==> config.mk <==
export PLATFORM = sky130hd
export DESIGN_NAME = rca_nibble_sequencer
export DESIGN_NICKNAME = d
export VERILOG_FILES = /design/src/rtl/rca_nibble_sequencer.sv
export SDC_FILE = /design/constraint.sdc
export NUM_CORES = 1
export LEC_CHECK = 0
export ABC_CLOCK_PERIOD_IN_PS = 2100
export BUFFER_PORTS_ARGS = -buffer_cell sky130_fd_sc_hd__buf_2
export CAP_MARGIN = 20
export CELL_PAD_IN_SITES_DETAIL_PLACEMENT = 0
export CELL_PAD_IN_SITES_GLOBAL_PLACEMENT = 2
export CORE_ASPECT_RATIO = 1.5
export CORE_MARGIN = 4
export CORE_UTILIZATION = 32
export CTS_CLUSTER_SIZE = 28
export DETAILED_ROUTE_END_ITERATION = 16
export PLACE_DENSITY = 0.86
export SYNTH_ARGS = -nofsm -noshare
export SYNTH_HDL_FRONTEND = slang
export SYNTH_SLANG_ARGS = --single-unit
==> constraint.sdc <==
create_clock -name clk -period 2.1 [get_ports clk]
set_clock_uncertainty 0.05 [all_clocks]
set_input_delay 0 -clock clk [delete_from_list [all_inputs] [get_ports clk]]
set_output_delay 0 -clock clk [all_outputs]
set_load 0.02 [all_outputs]
==> src/rtl/rca_nibble_sequencer.sv <==
// Two-requester wide adder that time-shares one 4-bit ripple-carry slice, one nibble per clock.
// Optional subtract mode when RCA_SEQ_SUB_EN is defined (adds the req_sub port).
module rca_nibble_sequencer #(
  parameter int unsigned WIDTH = 16,
  parameter int unsigned NREQ  = 2
) (
  input  logic                  clk,
  input  logic                  rst_n,
  input  logic [NREQ-1:0]       req_valid,
  output logic [NREQ-1:0]       req_ready,
  input  logic [NREQ*WIDTH-1:0] req_a,
  input  logic [NREQ*WIDTH-1:0] req_b,
`ifdef RCA_SEQ_SUB_EN
  input  logic [NREQ-1:0]       req_sub,
`endif
  output logic                  rsp_valid,
  input  logic                  rsp_ready,
  output logic                  rsp_id,
  output logic [WIDTH-1:0]      rsp_sum,
  output logic                  rsp_cout
);

  localparam int unsigned NNIB = WIDTH / 4;
  localparam int unsigned IDXW = (NNIB > 1) ? $clog2(NNIB) : 1;

  typedef enum logic [1:0] {
    IDLE = 2'd0,
    RUN  = 2'd1,
    RESP = 2'd2
  } state_t;

  state_t            state_q, state_d;
  logic              rr_q, rr_d;
  logic              carry_q, carry_d;
  logic [IDXW-1:0]   idx_q, idx_d;
  logic [WIDTH-1:0]  a_q, a_d;
  logic [WIDTH-1:0]  b_q, b_d;
  logic [WIDTH-1:0]  acc_q, acc_d;
  logic              id_q, id_d;
  logic              valid_d, rid_d, cout_d;
  logic [WIDTH-1:0]  sum_d;

  logic              winner_c;
  logic              sub_c;
  logic [WIDTH-1:0]  sel_a_c, sel_b_c;
  logic [4:0]        slice_c;
  logic [WIDTH-1:0]  acc_nx_c;

  // State and datapath registers
  always_ff @(posedge clk or negedge rst_n) begin
    if (!rst_n) begin
      state_q   <= IDLE;
      rr_q      <= 1'b0;
      carry_q   <= 1'b0;
      idx_q     <= '0;
      a_q       <= '0;
      b_q       <= '0;
      acc_q     <= '0;
      id_q      <= 1'b0;
      rsp_valid <= 1'b0;
      rsp_id    <= 1'b0;
      rsp_sum   <= '0;
      rsp_cout  <= 1'b0;
    end else begin
      state_q   <= state_d;
      rr_q      <= rr_d;
      carry_q   <= carry_d;
      idx_q     <= idx_d;
      a_q       <= a_d;
      b_q       <= b_d;
      acc_q     <= acc_d;
      id_q      <= id_d;
      rsp_valid <= valid_d;
      rsp_id    <= rid_d;
      rsp_sum   <= sum_d;
      rsp_cout  <= cout_d;
    end
  end

  // Arbitration, nibble slice and next-state logic
  always_comb begin
    state_d   = state_q;
    rr_d      = rr_q;
    carry_d   = carry_q;
    idx_d     = idx_q;
    a_d       = a_q;
    b_d       = b_q;
    acc_d     = acc_q;
    id_d      = id_q;
    valid_d   = rsp_valid;
    rid_d     = rsp_id;
    sum_d     = rsp_sum;
    cout_d    = rsp_cout;
    req_ready = '0;

    winner_c = req_valid[rr_q] ? rr_q : ~rr_q;
`ifdef RCA_SEQ_SUB_EN
    sub_c    = req_sub[winner_c];
`else
    sub_c    = 1'b0;
`endif
    sel_a_c  = winner_c ? req_a[2*WIDTH-1:WIDTH] : req_a[WIDTH-1:0];
    sel_b_c  = winner_c ? req_b[2*WIDTH-1:WIDTH] : req_b[WIDTH-1:0];

    // Operands shift right one nibble per step; the sum fills in from the top.
    slice_c  = 5'(a_q[3:0]) + 5'(b_q[3:0]) + 5'(carry_q);
    acc_nx_c = WIDTH'({slice_c[3:0], acc_q} >> 4);

    case (state_q)
      IDLE: begin
        if (rst_n && (|req_valid)) begin
          req_ready[winner_c] = 1'b1;
          // Subtract is A + ~B + 1: invert B once here, seed the carry with 1.
          a_d     = sel_a_c;
          b_d     = sel_b_c ^ {WIDTH{sub_c}};
          carry_d = sub_c;
          id_d    = winner_c;
          idx_d   = '0;
          rr_d    = ~winner_c;
          state_d = RUN;
        end
      end
      RUN: begin
        a_d     = a_q >> 4;
        b_d     = b_q >> 4;
        acc_d   = acc_nx_c;
        carry_d = slice_c[4];
        if (idx_q == IDXW'(NNIB - 1)) begin
          idx_d   = '0;
          valid_d = 1'b1;
          rid_d   = id_q;
          sum_d   = acc_nx_c;
          cout_d  = slice_c[4];
          state_d = RESP;
        end else begin
          idx_d = IDXW'(idx_q + 1'b1);
        end
      end
      RESP: begin
        if (rsp_ready) begin
          valid_d = 1'b0;
          state_d = IDLE;
        end
      end
      default: state_d = IDLE;
    endcase
  end

endmodule

# --- Yosys cells after proc, flatten, opt, wreduce, memory -nomap -nowiden ---
# Cells that the tools add are included.
totals:
  elab_cells: 62
  output_inout_bits: 21
  in_bits: 69
  register_bits: 74
op_classes:
  mux: 25
  magnitude_cmp: 3
  n_eq_ne: 6
  bitwise: 2
  add_sub_neg: 3
  n_reduce_logical: 11
ops:
  columns: ["operator", "count"]
  rows:
  - ["two-way mux 16 bit", 4]
  - ["one-hot mux 16 bit (2 select lines)", 2]
  - ["two-way mux 2 bit", 7]
  - ["two-way mux 1 bit", 7]
  - ["inequality test 2 bit, second input constant", 3]
  - ["one-hot mux 2 bit (3 select lines)", 1]
  - ["AND reduction 2 bit", 3]
  - ["AND reduction 3 bit", 2]
  - ["adder 4 x 4 -> 5 bit", 1]
  - ["adder 5 x 1 -> 5 bit", 1]
  - ["equality test 2 bit, second input constant", 2]
  - ["less-than comparator 1 x 2 -> 1 bit, second input constant", 2]
  - ["one-hot mux 1 bit (2 select lines)", 2]
  - ["one-hot mux 2 bit (2 select lines)", 1]
  - ["nonzero test 2 bit", 2]
  - ["adder 2 x 1 -> 2 bit, second input constant", 1]
  - ["equality test 2 x 1 -> 1 bit, second input constant", 1]
  - ["logical AND 1 bit", 2]
  - ["logical NOT 2 bit", 1]
  - ["NOT 1 bit", 2]
  - ["OR reduction 2 bit", 1]
  - ["demux 1 bit (select 1 bit)", 1]
  - ["greater-or-equal comparator 1 bit, second input constant", 1]

# --- Depth between registers and ports, before layout ---
# Gate-level depths: netlist of run 1.
depth:
  ltp_word: 9
  depth_mapped: 6
  depth_no_buf: 5

# --- Worst setup path before layout of run 1 ---
# Ideal clock, no wire load.
synth_timing:
  kind: "register to register"
  from: "register carry_q"
  to: "register rsp_cout"
  path_buffers: 0
  setup_slack_ns: 0.306
  stages_incl_launch_ff: 6
  synth_period_minus_slack_ns: 1.794
  arrival_time_ns: 1.617
  setup_time_ns: 0.128
  t_required_ns: 1.922
  path_cell_list: "dfrtp_1 fa_1 fa_1 a21o_1 a21oi_1 o21ai_0"
synth_between:
  elab_chain_len: 1
synth_rtl:
  columns: ["item", "line", "text"]
  rows:
  - ["start: declaration", "34", "logic carry_q, carry_d;"]
  - ["start signal: assignment", "67", "carry_q <= carry_d;"]
  - ["adder 5 x 1 -> 5 bit", "106", "slice_c = 5'(a_q[3:0]) + 5'(b_q[3:0]) + 5'(carry_q);"]
  - ["end signal: assignment", "76", "rsp_cout <= cout_d;"]
  - ["end: declaration", "20", "output logic rsp_cout"]
# No other way between the ends.
# A chain may end at the register's enable or synchronous reset.

# --- Worst setup path in the final report of run 1 ---
layout_timing:
  from: "register state_q[0]"
  to: "register b_q[7]"
layout_between:
  elab_chain_len: 3
  elab_cells_between_ends: 6
  classes_between: "eq/ne (2); mux (1); reduce/logical (3)"
layout_rtl:
  columns: ["item", "line", "text"]
  rows:
  - ["start: declaration", "32", "state_t state_q, state_d;"]
  - ["start signal: assignment", "65", "state_q <= state_d;"]
  - ["equality test 2 x 1 -> 1 bit or logical NOT 2 bit (tied branches)", "109", "case (state_q)"]
  - ["nonzero test 2 bit (no line) or inequality test 2 bit (tied branches)", null, null]
  - ["AND reduction 2 bit (no line)", null, null]
  - ["end signal: assignment", "57", "b_q <= '0;"]
  - ["end signal: assignment", "70", "b_q <= b_d;"]
  - ["end: declaration", "37", "logic [WIDTH-1:0] b_q, b_d;"]
# Parallel ways exist; a longest one is shown, timed or not.

==> results of run 1 <==
==> sequential cells by signal (all words and copies together), names as in the netlist <==
signal / flops
rsp_cout: 1
a_q: 16
rsp_sum: 16
state_q: 2
rr_q: 1
rsp_valid: 1
carry_q: 1
acc_q: 12
idx_q: 2
b_q: 16
id_q: 1
rsp_id: 1
==> cell type report <==
type                    count  area share [%]
repair buffers            173            26.2
inverters                  27            2.06
flip-flops and latches     70            35.7
clock buffers               9            4.58
clock inverters             7            1.58
multi-input cells         185            26.9
well taps                 117            2.98
==> stage by stage <==
| step | worst slack (ns) | hold WS, ns |
|---|---|---|
| finish | 0.0764 | 0.0960 |
| global route | 0.00523 | 0.103 |
| CTS | 0.0205 | 0.0510 |
| detailed placement | 0.176 | 0.0666 |
| global placement | 0.221 | 0.0484 |
| floorplan | 0.306 | -0.346 |
==> what timing repair did <==
item | in CTS | in global routing
gates resized for setup | 0 | 3
hold endpoints to repair | 104 | 0
hold buffers | 66 | 0
endpoints found under the setup margin | 0 | 5
setup buffers | 0 | 8
==> power by group through the flow <==
stage               Combinational [mW]  Sequential [mW]  Clock [mW]
floorplan                         1.46             2.28           0
global placement                  2.15             2.21           0
detailed placement                2.20             2.23           0
CTS                               2.37             2.21        1.59
global route                      2.76             2.28        1.66
finish                            2.49             2.21        1.56
==> metal layers <==
layer  up-vias  track usage [%]
li1       1442                -
met3        13             3.64
met4         0             5.79
met5         -                0
met1      1442             19.9
met2       106             29.5
==> worst min path at each step <==
stage            startpoint         to  slack, ns
2_1_floorplan         rst_n     a_q[0]      -0.35
3_3_place_gp          rst_n  rsp_valid       0.05
3_5_place_dp          rst_n  rsp_valid       0.07
4_1_cts        req_valid[0]       id_q       0.05
5_1_grt        req_valid[0]       rr_q       0.10
6_report       req_valid[0]       rr_q        0.1
==> critical path: stages (launching register included) <==
cell	delay [ns]
dfrtp_2	0.47
nor4bb_4	0.45
buf_12	0.19
a32oi_1	0.11
o211ai_1	0.10
dlygate4sd3_1	0.58
==> cells in the mapped netlist, drive strengths merged (2+ instances only) <==
cell type | count | share of area (%)
and3 | 8 | 1.5
o211ai | 24 | 5.5
nand2 | 38 | 4.3
nor2 | 3 | 0.34
o21ai | 7 | 1.1
nand2b | 2 | 0.38
a32oi | 24 | 6.4
dfrtp | 70 | 53
ha | 4 | 1.5
a21o | 3 | 0.68
a221o | 8 | 2.4
and2 | 2 | 0.45
mux2 | 15 | 5.1
buf | 19 | 4.0
o31ai | 2 | 0.45
a21oi | 4 | 0.61
clkbuf | 6 | 0.68
fa | 2 | 1.2
inv | 27 | 3.1
nand3 | 26 | 3.9
==> cells by family (layout without fill, tap and decap cells) <==
group / Yosys count / in the layout / share of synthesized area, %
AND/OR/NAND/NOR: 86 / 87 / 13.0
AO/OA/AOI/OAI: 76 / 76 / 18.0
flip-flops: 70 / 70 / 53.1
buffers and inverters: 52 / 216 / 7.77
multiplexers: 15 / 15 / 5.12
adder cells (fa/ha/maj): 6 / 6 / 2.73
XOR/XNOR: 1 / 1 / 0.265
==> impl_metrics.yaml, run 1 <==
finish:
  seqCellArea_um2: 1750
  final_net_count: 541
  multi_input_comb_area_um2: 1320
  syn_to_final_growth_pct: 48.8
  final_common_cell: "buf_2"
  final_cells: 588
  antenna-diode-count: 0
  design_area_um2: 4910
  final_cell_mix: "buf_2, dfrtp_1, dlygate4sd3_1, nand2_1, inv_1"
  fin_util_pct: 48.5
  drive_above_1_share_pct: 31.2
  fillCellCount: 938
outcome:
  status: "completed"
detailed_routing:
  topRoutingLayerUsed: "met4"
  wl_met2_mm: 5.32
  dr_total_vias: 3003
  dr.pass1.iters: 5
  wl_per_cell_um: 17.4
  drt-met1-wl_mm: 4.17
  dr_wl_met3_um: 559
  ant_nets: 0
  wirelength_mm: 10.2
  drc: 0
  drt_iter0_markers: 119
  viasPerCell: 5.11
global_route:
  antenna_found_initial: 0
  first_global_vias: 3180
  grt_usage_pct: 16.7
  grt_max_degree: 39
  grt_pass1_wl_mm: 16.0
  grt_overflow: 0
placed_design:
  io_buffers: 89
  placed_area_um2: 3850
  dp_hpwl_mm: 6.15
  place_inst: 496
  finalWeightedCongestion: 0.843
yosys:
  syn-num-nets: 381
  ys_seq_elements: 70
  synth_edf_count: 0
  ys_seq_area_share_pct: 53.1
  synth_cell_types: 35
  synthFlopType: "dfrtp_1"
  syn_area_per_cell_um2: 10.8
  synthArstFlopShare_pct: 100
  syn-instance-count: 306
  syn_area_um2: 3300
  yosysWarnings: 0
power:
  p_int_mw: 3.90
  p_leak_nw: 2.36
  p_switching_mw: 2.35
  clkPwrFrac_pct: 24.9
  pwr-share-comb_pct: 39.8
  peakVddDrop_mv: 0.547
  pwr_density_cell_nw_per_um2: 1270
  p_seq_share_pct: 35.3
  swShare_pct: 37.6
  total_power_mw: 6.25
setup_path:
  reg2reg_slack_ns: 0.08
  start_kind: "flip-flop"
  r2r_start: "state_q[0]"
  critical_path_class: "reg -> reg"
  crit_end: "b_q[7]"
  end_kind: "flip-flop"
  worstPathRequired_ns: 2.32
  reg2regPathDepth: 5
  cp.arrival_ns: 2.24
  crit_fanout: 13
  critPathLaunch: "state_q[0]"
  r2r-end: "b_q[7]"
floorplan:
  initial_utilization_pct: 32.6
  fp.dieH_um: 132
  core_area_um2: 10100
  row_count: 45
  dieArea_um2: 12000
  boundaryPins: 90
  fp.dieW_um: 90.9
timing:
  grt_setup_unrepaired: "false"
  maxSlewViolCount: 0
  max_freq_mhz: 494
  final_hold_viol_count: 0
  fin_crit_ns: 2.02
  setup_viol: 0
  max_slew.worst_pin.slew_ns: 0.640
  slew_headroom_pct: 57.4
  setup_tns_ns: 0
  fin_crit_sh_pct: 96.4
clock_tree:
  cts_root_buffer: "clkbuf_16"
  clock_sinks: 70
  cts_tree: "yes"
  clk_pin_slew_ns: 0.06
  htreeDepth: 3
  cts.path.max_buffers: 2
  insertion_delay_ns: 0.33
  numCtsBuffers: 9
run:
  maxCapViolCount: 0
hold_path:
  hold_path_depth: 4
  hold_path_class: "in -> reg"
Note: power is estimated with default switching activity, not from simulation.
==> run 2, diff against run 1 <==
Settings changed: CORE_ASPECT_RATIO 1.5 to 0.6.
==> impl_metrics.yaml, run 2 (synthesized netlist as in run 1, its figures left out) <==
outcome:
  status: "completed"
setup_path:
  critical_path_class: "reg -> out"
  crit_fanout: 33
  cp.arrival_ns: 1.90
  reg2reg_slack_ns: 0.20
  end_kind: "output port"
  start_kind: "flip-flop"
  worstPathRequired_ns: 2.05
power:
  swShare_pct: 38.8
  total_power_mw: 5.94
  peakVddDrop_mv: 0.567
  p_int_mw: 3.64
  pwr_density_cell_nw_per_um2: 1240
  pwr-share-comb_pct: 38.1
  p_seq_share_pct: 37.4
  p_switching_mw: 2.30
  p_leak_nw: 2.29
  clkPwrFrac_pct: 24.5
timing:
  setup_ws_ns: 0.154
  slew_headroom_pct: 63.1
  maxSlewViolCount: 0
  hold_ws_ns: 0.0221
  max_freq_mhz: 514
  fin_crit_sh_pct: 92.7
  final_hold_viol_count: 0
  max_slew.worst_pin.slew_ns: 0.554
  fin_crit_ns: 1.95
  setup_tns_ns: 0
  setup_viol: 0
  grt_setup_unrepaired: "false"
finish:
  reg.largest.list: "a_q: 16 flops, b_q: 16 flops, rsp_sum: 16 flops"
  syn_to_final_growth_pct: 45.7
  multi_input_comb_area_um2: 1310
  final_cell_mix: "buf_2, dfrtp_1, dlygate4sd3_1, nand2_1, inv_1"
  fillCellCount: 928
  seqCellArea_um2: 1750
  drive_above_1_share_pct: 29.4
  antenna-diode-count: 0
  final_common_cell: "buf_2"
  final_net_count: 533
  final_cells: 598
clock_tree:
  cts.path.max_buffers: 2
  htreeDepth: 3
  cts_root_buffer: "clkbuf_16"
  insertion_delay_ns: 0.33
  cts_tree: "yes"
  clk_pin_slew_ns: 0.06
  post-cts-setup-buffers: 0
  clock_sinks: 70
  numCtsBuffers: 9
floorplan:
  fp.dieW_um: 139
  initial_utilization_pct: 33.2
  dieArea_um2: 12100
  core_area_um2: 9950
  boundaryPins: 90
  row_count: 28
  fp.dieH_um: 86.7
run:
  maxCapViolCount: 0
global_route:
  antenna_found_initial: 0
  grt_max_degree: 43
  grt_usage_pct: 16.8
  first_global_vias: 3096
  grt_pass1_wl_mm: 16.0
  grt_overflow: 0
detailed_routing:
  wl_per_cell_um: 16.1
  ant_nets: 0
  dr.pass1.iters: 4
  dr_total_vias: 2969
  viasPerCell: 4.96
  drc: 0
  drt_iter0_markers: 247
  wirelength_mm: 9.65
placed_design:
  finalWeightedCongestion: 0.802
  dp_hpwl_mm: 6.53
  place_inst: 516
  io_buffers: 89
  pre_cts_ws_ns: 0.202
hold_path:
  hold_path_class: "in -> async"
[run 2: cell types whose count changed in the layout (fill, tap and decap cells not counted), sizes merged]
cell    delta
buf        -6
bufinv     -1
clkinv     +1
clkbuf     -1
and4bb     -1
[run 2: final cells by class]
type	count	share of cell area, %
tap	135	3.51
sequential	70	36.4
clock inverter	7	1.30
timing repair buffer	166	24.8
clock buffer	9	4.68
multi-input combinational	184	27.2
inverter	27	2.11
[run 2: what timing repair did]
action | in CTS | in global routing
hold buffers | 66 | 0
setup endpoints to repair | 0 | 0
gates resized for setup | 0 | 0
hold endpoints to repair | 104 | 0
[run 2: critical path: stages, from the launching register on]
cell and delay, ns:
dfrtp_1 0.52, and4bb_4 0.67, and2_1 0.20, buf_2 0.17
[run 2: per-layer routing]
layer  up-vias  GRT usage (%)  wire [µm]
li1       1425              -          -
met1      1431           23.6       4730
met2       102           25.5       4220
met3        11           5.57        608
met4         0           3.82         82
met5         -              0          0
[run 2: path summary, 6_finish.rpt]
path / from / end / cells after the start
max reg2reg: carry_q / carry_q / 5
max: state_q[1] / req_ready[1] / 3
min in group clk: req_valid[0] / rr_q / 4
min reg2reg: acc_q[4] / acc_q[4] / 2
min: rst_n / rsp_valid / 2
max in group asynchronous: rst_n / b_q[10] / 3
[run 2: power by group through the flow]
stage               Clock [mW]  Combinational (mW)  Sequential, mW
global route              1.57                2.53            2.29
CTS                       1.51                2.29            2.23
global placement             0                2.14            2.24
finish                    1.46                2.26            2.22
detailed placement           0                2.19            2.25
floorplan                    0                1.46            2.28
[run 2: metrics by stage]
stage | utilization, % | area [µm²]
detailed placement | 38.8 | 3860
finish | 48.3 | 4810
floorplan | - | 3300
CTS | 48.3 | 4810
global placement | 38.8 | 3860
global route | 48.3 | 4810
==> run 3, diff against run 2 <==
Settings changed: PLACE_DENSITY 0.86 to 0.8, TNS_END_PERCENT set to 20.
==> impl_metrics.yaml, run 3 (synthesized netlist as in run 1, its figures left out) <==
placed_design:
  io_buffers: 89
  placed_area_um2: 3860
  finalWeightedCongestion: 0.770
  pre_cts_ws_ns: 0.189
  dp_hpwl_mm: 6.43
clock_tree:
  cts.path.max_buffers: 2
  cts_tree: "yes"
  clock_sinks: 70
  insertion_delay_ns: 0.33
  clk_pin_slew_ns: 0.05
  cts_root_buffer: "clkbuf_16"
  numCtsBuffers: 9
  post-cts-setup-buffers: 0
  htreeDepth: 3
power:
  p_leak_nw: 2.28
  p_int_mw: 3.78
  p_seq_share_pct: 37.1
  p_switching_mw: 2.18
  pwr_density_cell_nw_per_um2: 1240
  swShare_pct: 36.6
  clkPwrFrac_pct: 25.1
  pwr-share-comb_pct: 37.8
  peakVddDrop_mv: 0.471
finish:
  fin_util_pct: 48.3
  reg.largest.list: "a_q: 16 flops, b_q: 16 flops, rsp_sum: 16 flops"
  final_net_count: 531
  drive_above_1_share_pct: 28.3
  design_area_um2: 4810
  final_cell_mix: "buf_2, dfrtp_1, dlygate4sd3_1, nand2_1, inv_1"
  fillCellCount: 933
  syn_to_final_growth_pct: 45.7
  antenna-diode-count: 0
  final_common_cell: "buf_2"
detailed_routing:
  wl_per_cell_um: 16.0
  drc: 0
  ant_nets: 0
  dr.pass1.iters: 4
  dr_total_vias: 2938
  drt_iter0_markers: 185
  viasPerCell: 4.95
  wirelength_mm: 9.50
setup_path:
  critical_path_class: "reg -> out"
  worstPathRequired_ns: 2.05
  end_kind: "output port"
  crit_fanout: 33
  cp.arrival_ns: 1.88
  reg2reg_slack_ns: 0.19
  start_kind: "flip-flop"
outcome:
  status: "finished, violations left"
  violations: "negative hold slack"
floorplan:
  boundaryPins: 90
  core_area_um2: 9950
  fp.dieW_um: 139
  dieArea_um2: 12100
  row_count: 28
  initial_utilization_pct: 33.2
  fp.dieH_um: 86.7
global_route:
  gr-usage-met3_pct: 5.68
  first_global_vias: 3036
  grt_overflow: 0
  grt_pass1_wl_mm: 15.7
  grt_usage_pct: 16.5
  antenna_found_initial: 0
  busiest_layer: "met1"
  grt_util_met1_pct: 24.3
  grt.met2_usage_pct: 23.2
  grt_max_degree: 45
timing:
  max_freq_mhz: 518
  setup_viol: 0
  max_slew.worst_pin.slew_ns: 0.639
  fin_crit_ns: 1.93
  slew_headroom_pct: 57.4
  maxSlewViolCount: 0
  setup_tns_ns: 0
  grt_setup_unrepaired: "false"
  fin_crit_sh_pct: 91.9
  hold_ws_ns: -0.00166
  final_hold_viol_count: 5
  setup_ws_ns: 0.170
hold_path:
  hold_path_class: "in -> async"
run:
  maxCapViolCount: 0
==> run 3: repair_timing <==
action | CTS | global route
gates resized for setup | 0 | 0
hold buffers | 66 | 0
hold endpoints to repair | 83 | 0
==> run 3: worst paths after layout <==
check | from | to | depth (start not counted)
min in group clk | req_valid[0] | id_q | 3
max | state_q[1] | req_ready[1] | 3
max reg2reg | carry_q | rsp_cout | 5
min reg2reg | acc_q[4] | acc_q[4] | 2
min | rst_n | rr_q | 2
max in group asynchronous | rst_n | acc_q[9] | 4
==> run 3: worst max-delay path, cell delays in order (launching register included) <==
cell      delay [ns]
dfrtp_1         0.51
and4bb_4        0.65
and2_1          0.21
buf_2           0.17
==> run 3: metal layers <==
| metal | part of all wire, % | vias to the layer above |
|---|---|---|
| li1 | - | 1412 |
| met5 | 0 | - |
| met2 | 42 | 92 |
| met3 | 6.3 | 10 |
| met1 | 51 | 1424 |
| met4 | 1.0 | 0 |
==> run 3: power by group through the flow <==
| stage | clock network, mW | logic, mW | registers, mW |
|---|---|---|---|
| finish | 1.50 | 2.26 | 2.21 |
| detailed placement | 0 | 2.18 | 2.24 |
| global route | 1.59 | 2.54 | 2.29 |
| floorplan | 0 | 1.46 | 2.28 |
| CTS | 1.53 | 2.28 | 2.22 |
| global placement | 0 | 2.15 | 2.23 |
==> run 3: area by class of cell <==
cell class / instances / area (µm²) / area share, %
clock buffers: 13 / 260 / 5.41
clock inverters: 1 / 30.0 / 0.624
inverters: 27 / 101 / 2.11
multi-input cells: 184 / 1310 / 27.2
flip-flops and latches: 70 / 1750 / 36.4
well taps: 135 / 169 / 3.51
repair buffers: 164 / 1190 / 24.7
==> run 3: per-stage QoR <==
step                hold WS, ns  total power [mW]  instances
floorplan                -0.346              3.74        306
global placement         -0.204              4.37        514
detailed placement       -0.200              4.42        514
CTS                     0.00551              6.03        594
global route            0.00770              6.42        594
finish                 -0.00166              5.97        594
